<file path="src/rtl/aes_pkg.sv">
// Shared widths and FSM encoding for the AES block feeder.
package aes_pkg;
  localparam int WORD_W        = 32;
  localparam int BLK_W         = 128;
  localparam int WORDS_PER_BLK = BLK_W / WORD_W;

  typedef enum logic [2:0] {
    S_FILL,
    S_KEY,
    S_LOAD,
    S_WAIT,
    S_DRAIN
  } feeder_state_t;
endpackage

</file>
<file path="src/rtl/aes_blk_unpack.sv">
// 128->32 drain shifter: loads a result block and presents it MSW first on a valid/ready port.
module aes_blk_unpack
  import aes_pkg::*;
(
  input  logic              clk,
  input  logic              rst,
  input  logic              load,
  input  logic [BLK_W-1:0]  blk,
  output logic [WORD_W-1:0] m_data,
  output logic              m_valid,
  input  logic              m_ready,
  output logic              last
);
  logic [BLK_W-1:0] sh;
  logic [1:0]       wcnt;

  assign m_data = sh[BLK_W-1 -: WORD_W];
  assign last   = m_valid && m_ready && (wcnt == 2'(WORDS_PER_BLK - 1));

  always_ff @(posedge clk or posedge rst) begin
    if (rst) begin
      sh      <= '0;
      wcnt    <= '0;
      m_valid <= 1'b0;
    end else if (load) begin
      sh      <= blk;
      wcnt    <= '0;
      m_valid <= 1'b1;
    end else if (m_valid && m_ready) begin
      sh   <= {sh[BLK_W-WORD_W-1:0], {WORD_W{1'b0}}};
      wcnt <= wcnt + 2'd1;
      if (last) m_valid <= 1'b0;
    end
  end
endmodule

</file>
<file path="src/rtl/aes_blk_feeder.sv">
// Word-stream <-> AES core adapter: packs 4x32 into a block, drives kld/ld, drains the result.
// Define AES_CBC_EN to add the IV ports and CBC chaining; default build is ECB only.
module aes_blk_feeder
  import aes_pkg::*;
#(
  parameter int KEY_SETUP    = 10,
  parameter int DONE_TIMEOUT = 64
) (
  input  logic              clk,
  input  logic              rst,
`ifdef AES_CBC_EN
  input  logic [BLK_W-1:0]  iv_in,
  input  logic              iv_valid,
`endif
  input  logic [BLK_W-1:0]  key_in,
  input  logic              key_valid,
  output logic              key_ready,
  input  logic              mode_in,
  input  logic [WORD_W-1:0] s_data,
  input  logic              s_valid,
  output logic              s_ready,
  output logic [WORD_W-1:0] m_data,
  output logic              m_valid,
  input  logic              m_ready,
  output logic              core_kld,
  output logic              core_ld,
  output logic [BLK_W-1:0]  core_key,
  output logic [BLK_W-1:0]  core_text_in,
  output logic              core_mode,
  input  logic              core_done,
  input  logic [BLK_W-1:0]  core_text_out,
  output logic              busy,
  output logic              timeout_err
);
  localparam int TMR_W = $clog2((KEY_SETUP > DONE_TIMEOUT ? KEY_SETUP : DONE_TIMEOUT) + 1);
  localparam logic [2:0] FULL = 3'(WORDS_PER_BLK);

  feeder_state_t    state, state_nxt;
  logic [2:0]       cnt;
  logic [BLK_W-1:0] blk, blk_nxt;
  logic [TMR_W-1:0] timer;
  logic             key_loaded;
  logic             side_req, key_acc, s_fire, blk_full, cap, tmo, drain_last;
  logic [BLK_W-1:0] pre_mask, post_mask;

  assign key_ready = (state == S_FILL) && (cnt == 3'd0);
  assign key_acc   = key_valid && key_ready;
  // Key/IV offers win over data in the cnt==0 slot, so data is refused that cycle.
  assign s_ready   = (state == S_FILL) && (cnt < FULL) && !(key_ready && side_req);
  assign s_fire    = s_valid && s_ready;
  assign blk_nxt   = s_fire ? {blk[BLK_W-WORD_W-1:0], s_data} : blk;
  assign blk_full  = (cnt == FULL) || ((cnt == FULL - 3'd1) && s_fire);
  assign core_ld   = (state == S_LOAD);
  assign cap       = (state == S_WAIT) && core_done;
  assign tmo       = (state == S_WAIT) && !core_done && (timer == TMR_W'(DONE_TIMEOUT - 1));
  assign busy      = (state != S_FILL) || (cnt != 3'd0);

`ifdef AES_CBC_EN
  logic [BLK_W-1:0] chain;
  assign side_req  = key_valid || iv_valid;
  assign pre_mask  = core_mode ? chain : '0;
  assign post_mask = core_mode ? '0 : chain;

  // Encrypt chains on the core output, decrypt on the ciphertext that went in.
  always_ff @(posedge clk or posedge rst) begin
    if (rst)                        chain <= '0;
    else if (iv_valid && key_ready) chain <= iv_in;
    else if (cap)                   chain <= core_mode ? core_text_out : core_text_in;
  end
`else
  assign side_req  = key_valid;
  assign pre_mask  = '0;
  assign post_mask = '0;
`endif

  always_comb begin
    state_nxt = state;
    case (state)
      S_FILL:  if (key_acc) state_nxt = S_KEY;
               else if (blk_full && key_loaded) state_nxt = S_LOAD;
      S_KEY:   if (timer == TMR_W'(KEY_SETUP - 1)) state_nxt = S_FILL;
      S_LOAD:  state_nxt = S_WAIT;
      S_WAIT:  if (core_done) state_nxt = S_DRAIN;
               else if (tmo) state_nxt = S_FILL;
      S_DRAIN: if (drain_last) state_nxt = S_FILL;
      default: state_nxt = S_FILL;
    endcase
  end

  always_ff @(posedge clk or posedge rst) begin
    if (rst) state <= S_FILL;
    else     state <= state_nxt;
  end

  always_ff @(posedge clk or posedge rst) begin
    if (rst) begin
      cnt          <= '0;
      blk          <= '0;
      timer        <= '0;
      key_loaded   <= 1'b0;
      core_kld     <= 1'b0;
      core_key     <= '0;
      core_mode    <= 1'b0;
      core_text_in <= '0;
      timeout_err  <= 1'b0;
    end else begin
      core_kld <= key_acc;
      if (key_acc) begin
        core_key   <= key_in;
        key_loaded <= 1'b1;
      end
      if (tmo || drain_last) cnt <= '0;
      else if (s_fire)       cnt <= cnt + 3'd1;
      blk <= blk_nxt;
      if (s_fire && cnt == 3'd0) core_mode <= mode_in;
      if (state == S_FILL && state_nxt == S_LOAD) core_text_in <= blk_nxt ^ pre_mask;
      if (tmo) timeout_err <= 1'b1;
      // timer restarts at 0 on every entry to S_KEY / S_WAIT
      if ((state == S_KEY || state == S_WAIT) && state_nxt == state) timer <= timer + TMR_W'(1);
      else                                                            timer <= '0;
    end
  end

  aes_blk_unpack u_unpack (
    .clk     (clk),
    .rst     (rst),
    .load    (cap),
    .blk     (core_text_out ^ post_mask),
    .m_data  (m_data),
    .m_valid (m_valid),
    .m_ready (m_ready),
    .last    (drain_last)
  );
endmodule

</file>
<file path="config.mk">
export PLATFORM = sky130hd
export DESIGN_NAME = aes_blk_feeder
export DESIGN_NICKNAME = d
export VERILOG_FILES = /design/src/rtl/aes_pkg.sv /design/src/rtl/aes_blk_unpack.sv /design/src/rtl/aes_blk_feeder.sv
export SDC_FILE = /design/constraint.sdc
export NUM_CORES = 1
export LEC_CHECK = 0
export CORE_UTILIZATION = 30
export CTS_CLUSTER_DIAMETER = 60
export CTS_CLUSTER_SIZE = 14
export DETAILED_ROUTE_END_ITERATION = 10
export GPL_ROUTABILITY_DRIVEN = 0
export RECOVER_POWER = 25
export SLEW_MARGIN = 30
export SYNTH_ARGS = -nofsm -noshare
export SYNTH_HDL_FRONTEND = slang
export SYNTH_SLANG_ARGS = --single-unit
</file>
<file path="constraint.sdc">
create_clock -name clk -period 28.5 [get_ports clk]
set_input_delay 7.125 -clock clk [delete_from_list [all_inputs] [get_ports clk]]
set_output_delay 7.125 -clock clk [all_outputs]
set_load 0.05 [all_outputs]
</file>
# Word-level counts from Yosys, hierarchy flattened
# Cells that the tools add are included.
op_classes:
  n_reduce_logical: 29
  add_sub_neg: 3
  magnitude_cmp: 1
  n_eq_ne: 11
  n_mux: 18
op_table:
  columns: ["cell", "n"]
  rows:
  - ["$mux 128", 3]
  - ["$mux 3", 8]
  - ["$logic_and 1x1->1", 15]
  - ["$pmux 3 s5", 1]
  - ["$eq 3x2->1 const B", 4]
  - ["$add 7x1->7 const B", 1]
  - ["$eq 7x4->1 const B", 1]
  - ["$eq 7x6->1 const B", 1]
  - ["$mux 7", 1]
  - ["$eq 3x3->1 const B", 2]
  - ["$logic_not 3->1", 2]
  - ["$reduce_bool 2->1", 3]
  - ["$reduce_bool 3->1", 2]
  - ["$logic_or 1x1->1", 4]
  - ["$mux 2", 2]
  - ["$add 3x1->3 const B", 1]
  - ["$eq 3x1->1 const B", 1]
  - ["$eq 3x3->1", 1]
  - ["$lt 3x3->1 const B", 1]
  - ["$mux 1", 3]
  - ["$add 2x1->2 const B", 1]
  - ["$eq 2x2->1 const B", 1]
  - ["$logic_not 1->1", 2]
  - ["$reduce_and 2->1", 1]
totals:
  register_bits: 532
  input_bits: 295
  out_inout_bits: 296

# Logic depth before layout (Yosys ltp)
# Gate-level depths: netlist of run 1.
depth:
  depth_word: 15
  depth_mapped: 8

# Hierarchy
# From an unflattened synthesis of run 1, not the netlist that was laid out.
hier_totals:
  cells_unflattened: 1623
  area_unflattened_um2: 22009.9
modules_own_cells:
  columns: ["module", "seq_area_each_um2", "cells_per_inst", "area_each_um2", "n_inst"]
  rows:
  - ["aes_blk_feeder", 10034.6, 893, 15108.2, 1]
  - ["aes_blk_unpack", 3278.1, 730, 6901.6, 1]

# Worst setup path after synthesis of run 1
# OpenSTA, ideal clock, no wires.
synth_path:
  path_type: "input to output"
  from: "in key_valid"
  to: "out s_ready"
  path_buffers: 0
  slack_ns: 13.535
  t_arrival_ns: 7.840
  cell_stages: 2
  t_required_ns: 21.375
  path_cell_list: "a21oi_1 -> and2_1"
synth_between:
  elab_chain_cells: 3
synth_lines:
  columns: ["element", "line", "source"]
  rows:
  - ["start, declared", "aes_blk_feeder.sv:16", "input logic key_valid,"]
  - ["$logic_and 1x1->1", "aes_blk_feeder.sv:49", "assign s_ready = (state == S_FILL) && (cnt < FULL) && !(key_ready && side_req);"]
  - ["$logic_not 1->1", "aes_blk_feeder.sv:49", null]
  - ["$logic_and 1x1->1", "aes_blk_feeder.sv:49", null]
  - ["end, declared", "aes_blk_feeder.sv:21", "output logic s_ready,"]
# Every way passes these cells.

==> results of run 1 <==
## final timing paths
| path | start | end | slack [ns] | cells past startpoint |
|---|---|---|---|---|
| setup / recovery | rst | u_unpack.sh[97]$_DFFE_PP0P_ | 10.18 | 4 |
| hold / removal | key_loaded$_DFFE_PP0P_ | key_loaded$_DFFE_PP0P_ | 0.47 | 1 |
| setup reg to reg | state[2]$_DFF_PP0_ | u_unpack.sh[96]$_DFFE_PP0P_ | 23.27 | 5 |
| hold reg to reg | key_loaded$_DFFE_PP0P_ | key_loaded$_DFFE_PP0P_ | 0.47 | 1 |
| max in group clk | key_valid | s_ready | 12.30 | 4 |
| min in group asynchronous | rst | core_key[4]$_DFFE_PP0P_ | 8.90 | 2 |
## flip-flops by register name, summed over array words and instances, names as in the netlist
name              cells
blk                 128
cnt                   3
core_key            128
core_kld              1
core_mode             1
core_text_in        128
key_loaded            1
state                 3
timeout_err           1
timer                 7
u_unpack.m_valid      1
u_unpack.sh         128
u_unpack.wcnt         2
## layer usage
layer,vias up,wire [um],track usage [%]
met5,-,46,0
met4,8,2010,6.00
met3,100,4060,4.78
met2,386,28500,26.2
met1,6850,22600,18.4
li1,6226,-,-
## cells by family after synthesis
kind of cell,Yosys count,synth area share [%]
AOI/OAI and AO/OA,106,2.57
xor gates and xnor gates,6,0.245
adders and majority gates,6,0.350
buffers and inverters,127,3.59
DFF,532,62.1
muxes,482,26.3
and+or+nand+nor,237,4.80
## Yosys cell counts (2+ instances only)
master | number | area [um2]
o21ai_0 | 98 | 490
buf_6 | 10 | 113
a21oi_1 | 2 | 10.0
xnor2_1 | 2 | 17.5
and3_1 | 2 | 12.5
and2_1 | 2 | 12.5
buf_4 | 46 | 345
xor2_1 | 4 | 35.0
mux2_2 | 298 | 3360
nand3_1 | 38 | 190
buf_2 | 36 | 180
or3_1 | 2 | 12.5
mux2i_1 | 97 | 971
dfrtp_1 | 532 | 13300
mux2_4 | 87 | 1310
clkbuf_1 | 20 | 75.1
nand2_1 | 168 | 631
ha_1 | 6 | 75.1
nor2_1 | 7 | 26.3
inv_1 | 9 | 33.8
nor3_1 | 6 | 30.0
buf_1 | 6 | 22.5
or2_2 | 2 | 12.5
## report_power, final
part	switching (W)	total (W)	internal, W	leakage [nW]
registers	0	0.000755	0.000755	7.43
clock network	0.000300	0.000638	0.000338	0.733
logic	0.0000210	0.0000569	0.0000358	6.28
total	0.000321	0.00145	0.00113	14.4
## final cells by class
class | count | area [um2]
multi-input combinational | 837 | 7350
clock buffer | 55 | 1290
tap | 940 | 1180
antenna | 2 | 5.00
sequential | 532 | 13300
clock inverter | 19 | 201
timing repair buffer | 604 | 6030
fill | 6519 | 41000
inverter | 9 | 35.0
## worst max-delay path, delay by kind of cell
family / cells / cell delay (ns)
buffers and inverters: 4 / 10.13
## stage by stage
stage	utilization (%)	total power, W	hold slack [ns]
4_1_cts	41.8	0.00148	0.470
3_5_place_dp	39.7	0.000828	0.454
6_report	41.8	0.00145	0.469
5_1_grt	41.8	0.00151	0.494
3_3_place_gp	39.7	0.000827	0.456
2_1_floorplan	-	0.000781	0.439
==> impl_results.md, run 1 <==
- Outcome: complete, but fails checks
- Failing checks: max-capacitance violations, max-slew violations
- Post-synthesis sequential area ratio: between 60% and 70%
- Iter 0 DRT Violations: just under 600
- CTS Buffer Depth: 3
- CP max FO: ~130
- CTS tree: built
- Req. time, crit path: 27.65 ns
- Row count: 97
- Worst setup EP type: asynchronous set/reset pin
- Worst skew pair latency: 0.61 ns
- Ys async rst share: between 90% and 100%
- Final Non-Filler Cells: approximately 3000
- Root Driver: clkbuf_16
- Core area: a little over 0.07 mm2
- Initial Utilization: 30.4%
- Yosys cell types: 39
- Routed WL: between 50 and 60 mm
- Total number of vias: roughly 14000
- Detailed placement HPWL: 40.5 mm
- Mapped cell area: between 0.02 and 0.025 mm2
- DR vias/cell: 4.53
- Synth Net Count: between 1500 and 2000
- Die area: around 0.072 mm2
- Final setup vio count: 0
- Slowest Stage Delay on Critical Path: approximately 4.5 ns
- CP most frequent cell: clkbuf_1
- Setup Buffers After CTS: 0
- Syn avg cell area: approximately 14 um2
- Worst Slack Setup Final: 10.18 ns
- Layout Skew: about 0.026 ns
- Cell area after placement: around 0.028 mm2
- Crit-path cells: dlygate4sd3_1 -> clkinvlp_2 -> clkbuf_1 -> clkbuf_1
- Die extent in y: around 270 um
- Yosys warning count: 0
- Worst hold-check path type: register to register
- Antenna violations before repair: 6
- Most frequent cells in the layout: clkdlybuf4s50_1, dfrtp_1, mux2_2, nand2_1, o21ai_0
- Layout cells sized above 1: 23.0%
- Inst Count DP: 2920
- Wire per inst: 19.1 um
- EDFF count, synth: 0
- Post-CTS Resized: 0
- Largest net degree at the start of global routing: around 170
- Dpl ws: roughly 12 ns
- Slowest CP cell: clkbuf_1
- Final TNS setup: 0 ns
- Drt drc: 0
- CP Class: input pin to asynchronous set/reset pin
- Period utilization: between 60 and 70%
- CTS H-tree depth: 2
- GRT overflow: 0
- Post-cts hold buffer count: 0
- Final Cell Area: a little under 0.03 mm2
- Fmax: roughly 0.055 GHz
- DRT Pass-1 Iters: 4
- Post-synthesis cell count: 1496
- Final-report hold violation count: 0
- Num CTS Buffers: 50
- Worst slew margin: -320%
- Measured slew at the worst slew-check pin: 6.30 ns
- First-pass GRT wire length: between 80 and 90 mm
- Total GRT Usage: between 10% and 20%
- Max Cap Viol: 7
- Vias in the first global route: ~15000
- Critical Path AT: roughly 17 ns
- Commonest non-fill, non-tap cell in the layout: clkdlybuf4s50_1
- DIE WIDTH: 269 um
- Power density over the cells: 49.3 mW/mm2
- Final #Nets: 2335
- Slew Viols, Final: 527
- Ys flop type: dfrtp_1
- CTS Sinks: ~530
- RSZ-0062 raised after global routing: false
- Crit start category: input pin
- Peak supply drop: ~0.043 mV
- Register bit total from synthesis: about 530
- Boundary Pins: around 590
- Post-DRT Antenna Nets: 0
- Port bufs: 590
- Leakage: 14.4 nW
- Tmin final: 18.32 ns
- CTS clk-pin slew, worst paths: roughly 0.070 ns
- Area growth syn-to-layout: 37.3%
Note: power is estimated with default switching activity, not from simulation.
==> inputs of run 2 (changes only) <==
- clock period: 28.5 -> 18.2 ns (I/O delays scaled with it)
==> impl_results.md, run 2 (synthesis gave the netlist of run 1 again) <==
- Outcome: complete, but fails checks
- Failing checks: max-capacitance violations, max-slew violations
- Finished Core Util: 42.1% (+0.28 points)
- Largest net degree at the start of global routing: 170 (+1.8%)
- Num CTS Buffers: 51 (+2.0%)
- Row count: 97 (unchanged)
- RSZ-0062 raised after global routing: false
- Critical Path AT: 11.15 ns (-6.32 ns)
- Period utilization: about 63%
- Port bufs: 590 (unchanged)
- Family with the most delay on the worst path: buffers and inverters
- Post-DRT Antenna Nets: 0 (unchanged)
- Max Cap Viol: 8 (+1)
- CTS H-tree depth: 2 (unchanged)
- CP max FO: 79 (-41%)
- Slowest CP cell: clkbuf_1
- Die area: 0.0725 mm2 (unchanged)
- CP Class: input pin to asynchronous set/reset pin
- Commonest non-fill, non-tap cell in the layout: clkdlybuf4s50_1
- Worst slew margin: -191% (+130 points)
- Area growth syn-to-layout: 38.2%
- Crit-path cells: dlygate4sd3_1 -> clkinvlp_4 -> clkbuf_1 -> clkbuf_1 -> clkbuf_1
- Power density over the cells: 78.8 mW/mm2 (+60%)
- Fmax: 0.0871 GHz
- Hold_ws: 0.472 ns (+0.00336 ns)
- First-pass GRT wire length: 87.7 mm (-1.0%)
- Vias in the first global route: 14700 (+1.0%)
- DR vias/cell: 4.49 (-0.83%)
- Worst setup EP type: asynchronous set/reset pin
- Final setup vio count: 0 (unchanged)
- Crit start category: input pin
- Worst skew pair latency: 0.60 ns (about the same)
- DRT Pass-1 Iters: 5 (+1)
- Post-cts hold buffer count: 0 (unchanged)
- DIE WIDTH: 269 um (unchanged)
- Measured slew at the worst slew-check pin: 4.36 ns (-1.93 ns)
- Setup Buffers After CTS: 0 (unchanged)
- Iter 0 DRT Violations: 532 (-10%)
- Req. time, crit path: 17.87 ns (-9.78 ns)
- Total number of vias: 13500 (-0.43%)
- Most frequent cells in the layout: clkdlybuf4s50_1, dfrtp_1, mux2_2, nand2_1, o21ai_0
- Wire per inst: 18.8 um (-1.7%)
- Tmin final: 11.48 ns
- GRT overflow: 0 (unchanged)
- Final-report hold violation count: 0 (unchanged)
- Fill cells: 6560 (+0.63%)
- Layout cells sized above 1: 22.9% (-0.10 points)
- Core area: 0.0704 mm2 (unchanged)
- Boundary Pins: 591 (unchanged)
- Drt drc: 0 (unchanged)
- Die extent in y: 269 um (unchanged)
- Worst hold-check path type: register to register
- Reg2reg start: cnt[0]$_DFFE_PP0P_
- CTS Buffer Depth: 3 (unchanged)
- Bufs and invs on worst path: 5 (+1)
- Layout Skew: 0.0357 ns (+0.00981 ns)
- HP Start: key_loaded$_DFFE_PP0P_
- Root Driver: clkbuf_16
- Peak supply drop: 0.0622 mV (+45%)
- Routed WL: 56.4 mm (-1.3%)
- CTS Sinks: 532 (unchanged)
- CTS clk-pin slew, worst paths: 0.06 ns (about the same)
- Slowest Stage Delay on Critical Path: 3.18 ns (-1.31 ns)
- Crit path from: rst
- Leakage: 14.5 nW (+0.63%)
- Slew Viols, Final: 408 (-23%)
- Total GRT Usage: 15.4% (-0.15 points)
- Post-CTS Resized: 0 (unchanged)
- CTS tree: built
- Final TNS setup: 0 ns (unchanged)
- Final #Nets: 2341 (+0.26%)
- Detailed placement HPWL: 40.3 mm (-0.64%)
- Initial Utilization: 30.4% (unchanged)
- CP most frequent cell: clkbuf_1
- Antenna violations before repair: 10 (+4)
## run 2: cell type report
type / count / area [um2] / area share [%]
clock buffers: 56 / 1350 / 4.54
inverters: 9 / 37.5 / 0.127
multi-input cells: 837 / 7330 / 24.8
well taps: 940 / 1180 / 3.97
clock inverters: 22 / 293 / 0.989
repair buffers: 609 / 6100 / 20.6
flip-flops and latches: 532 / 13300 / 45.0
diodes: 5 / 12.5 / 0.0423
## run 2: final timing paths
check | cells after the start | endpoint | slack, ns
worst max-delay path | 5 | u_unpack.sh[98]$_DFFE_PP0P_ | 6.72
worst min-delay path | 1 | key_loaded$_DFFE_PP0P_ | 0.47
worst max register to register | 6 | core_key[120]$_DFFE_PP0P_ | 13.33
worst min register to register | 1 | key_loaded$_DFFE_PP0P_ | 0.47
max in group clk | 4 | s_ready | 7.23
min in group asynchronous | 3 | core_text_in[110]$_DFFE_PP0P_ | 4.85
## run 2: metal layers
layer	global-route usage [%]	wire length [um]	part of all wire, %	vias to the layer above
met5	0	39	0.069	-
met4	5.64	1700	3.0	6
met3	4.27	3660	6.5	88
met2	26.7	28700	51	365
met1	18.1	22400	40	6799
li1	-	-	-	6253
## run 2: where the power goes
group | internal (W) | switching (W)
clock | 0.000592 | 0.000470
combinational | 0.0000564 | 0.0000331
sequential | 0.00118 | 0
total | 0.00183 | 0.000503
## run 2: through the flow
| stage | instances | instance area (um2) | total power (W) | worst slack [ns] |
|---|---|---|---|---|
| 3_3_place_gp | 2922 | 27900 | 0.00129 | 7.23 |
| 4_1_cts | 3002 | 29600 | 0.00238 | 7.25 |
| 6_report | 3010 | 29600 | 0.00233 | 6.72 |
| 5_1_grt | 3009 | 29600 | 0.00242 | 5.29 |
| 3_5_place_dp | 2924 | 28000 | 0.00130 | 7.28 |
| 2_1_floorplan | 1496 | 21400 | 0.00122 | 6.42 |
==> inputs of run 3 (changes only) <==
- clock period: 18.2 -> 11.8 ns (I/O delays scaled with it)
==> impl_results.md, run 3 (synthesis gave the netlist of run 1 again) <==
- Crit start category: input pin
- Wire per inst: 19.0 um (+1.2%)
- Final-report hold violation count: 0 (unchanged)
- Hold_ws: 0.470 ns (-0.00221 ns)
- Fmax: 0.127 GHz
- Peak supply drop: 0.0949 mV (+53%)
- Worst hold-check path type: register to register
- DRT Pass-1 Iters: 4 (-1)
- Initial Utilization: 30.4% (unchanged)
- DR vias/cell: 4.53 (+0.82%)
- Commonest non-fill, non-tap cell in the layout: clkdlybuf4s50_1
- Outcome: complete, but fails checks
- Antenna violations before repair: 10 (unchanged)
- CP max FO: 4 (-95%)
- Req. time, crit path: 8.85 ns (-9.02 ns)
- Iter 0 DRT Violations: 655 (+23%)
- Root Driver: clkbuf_16
- Post-DRT Antenna Nets: 0 (unchanged)
- Final TNS setup: 0 ns (unchanged)
- Area of the multi-input gates: 0.00733 mm2 (about the same)
- DIE WIDTH: 269 um (unchanged)
- Final setup vio count: 0 (unchanged)
- Area growth syn-to-layout: 37.6%
- Final Cell Area: 0.0295 mm2 (-0.44%)
- Tmin final: ~8 ns
- Worst slew margin: -197% (-6.5 points)
- Worst setup EP type: primary output
- FF-to-FF End: core_key[5]$_DFFE_PP0P_
- CTS clk-pin slew, worst paths: 0.06 ns (about the same)
- Fill cells: 6564 (+0.061%)
- Power density over the cells: 119 mW/mm2 (+51%)
- Final #Nets: 2339 (-0.085%)
- CTS tree: built
- Row count: 97 (unchanged)
- Reg2reg start: state[2]$_DFF_PP0_
- Slew Viols, Final: 381 (-6.6%)
- Post-cts hold buffer count: 0 (unchanged)
- Drt drc: 0 (unchanged)
- Reg area: 0.0133 mm2 (unchanged)
- CTS H-tree depth: 2 (unchanged)
- R2r setup slk: 6.20 ns (-7.13 ns)
- Crit path from: key_valid
- Measured slew at the worst slew-check pin: 4.46 ns (+0.0978 ns)
- Post-CTS Resized: 0 (unchanged)
- Die area: 0.0725 mm2 (unchanged)
- Layout Skew: 0.0345 ns (-0.00119 ns)
- Routed WL: 57.0 mm (+0.93%)
- Worst skew pair latency: 0.59 ns (about the same)
- Failing checks: max-capacitance violations, max-slew violations
- Max Cap Viol: 6 (-2)
- Total GRT Usage: 15.5% (+0.099 points)
- Die extent in y: 269 um (unchanged)
- Core area: 0.0704 mm2 (unchanged)
- Period utilization: about 67%
- Critical Path AT: 4.94 ns (-6.21 ns)
- Boundary Pins: 591 (unchanged)
- Vias in the first global route: 14600 (-0.79%)
- Num CTS Buffers: 50 (-2.0%)
- First-pass GRT wire length: 88.4 mm (+0.79%)
- Setup Buffers After CTS: 0 (unchanged)
- Leakage: 14.5 nW (-0.50%)
- Port bufs: 590 (unchanged)
- Depth of the worst register-to-register path: 5 (-1)
- Most frequent cells in the layout: clkdlybuf4s50_1, dfrtp_1, mux2_2, nand2_1, o21ai_0
- Total number of vias: 13600 (+0.52%)
- CTS Buffer Depth: 3 (unchanged)
- RSZ-0062 raised after global routing: false
- Detailed placement HPWL: 40.5 mm (+0.70%)
- CP Class: input pin to primary output
- GRT overflow: 0 (unchanged)
- Cell area after placement: 0.0280 mm2 (about the same)
- Largest net degree at the start of global routing: 180 (+5.9%)
- Layout cells sized above 1: 22.2% (-0.74 points)
- CTS Sinks: 532 (unchanged)
- End point of the critical path: s_ready
-- run 3: cell types whose count changed in the layout (fill, tap and decap cells not counted), moves of 2 or more --
cell	previous run	this run
mux2_1	9	17
clkinv_2	8	1
mux2_2	294	288
inv_6	1	6
clkbuf_8	5	1
buf_6	4	1
buf_12	0	2
bufinv_16	4	2
clkbuf_1	6	8
mux2_4	82	80
-- run 3: how the worst min path moves through the flow --
stage | startpoint | endpoint | cells after the start | slack [ns]
finish | key_loaded$_DFFE_PP0P_ | key_loaded$_DFFE_PP0P_ | 1 | 0.47
global route | key_loaded$_DFFE_PP0P_ | key_loaded$_DFFE_PP0P_ | 1 | 0.49
CTS | key_loaded$_DFFE_PP0P_ | key_loaded$_DFFE_PP0P_ | 1 | 0.48
detailed placement | key_loaded$_DFFE_PP0P_ | key_loaded$_DFFE_PP0P_ | 1 | 0.46
global placement | key_loaded$_DFFE_PP0P_ | key_loaded$_DFFE_PP0P_ | 1 | 0.46
floorplan | key_loaded$_DFFE_PP0P_ | key_loaded$_DFFE_PP0P_ | 1 | 0.44
-- run 3: metrics by stage --
stage / util (%) / setup WS [ns] / std cells / power (W)
2_1_floorplan: - / 1.62 / 1496 / 0.00189
3_3_place_gp: 39.7 / 4.04 / 2921 / 0.00200
3_5_place_dp: 39.8 / 4.07 / 2923 / 0.00200
4_1_cts: 41.9 / 4.04 / 2994 / 0.00357
5_1_grt: 41.9 / 3.72 / 3001 / 0.00365
6_report: 41.9 / 3.91 / 3001 / 0.00350
-- run 3: report_power, final --
group | switching (W) | leakage (nW) | internal, W
logic | 0.0000508 | 6.32 | 0.0000888
registers | 0 | 7.43 | 0.00182
clock network | 0.000714 | 0.718 | 0.000826
total | 0.000765 | 14.5 | 0.00274
-- run 3: cell type report --
| cell class | count | share of cell area [%] |
|---|---|---|
| antenna | 4 | 0.0340 |
| clock buffer | 54 | 4.33 |
| clock inverter | 17 | 0.709 |
| inverter | 9 | 0.119 |
| multi-input combinational | 837 | 24.9 |
| sequential | 532 | 45.2 |
| tap | 940 | 3.99 |
| timing repair buffer | 608 | 20.8 |
-- run 3: layer usage --
layer  global-route usage [%]  vias up  wire [um]
li1                         -     6233          -
met1                     18.3     6855      22700
met2                     26.7      386      28700
met3                     4.53       99       3780
met4                     5.32        8       1770
met5                        0        -         41
-- run 3: critical path, cell delays in order --
cell	delay [ns]
dlygate4sd3_1	0.56
a21oi_1	0.41
and2_1	0.21
clkdlybuf4s50_1	0.82
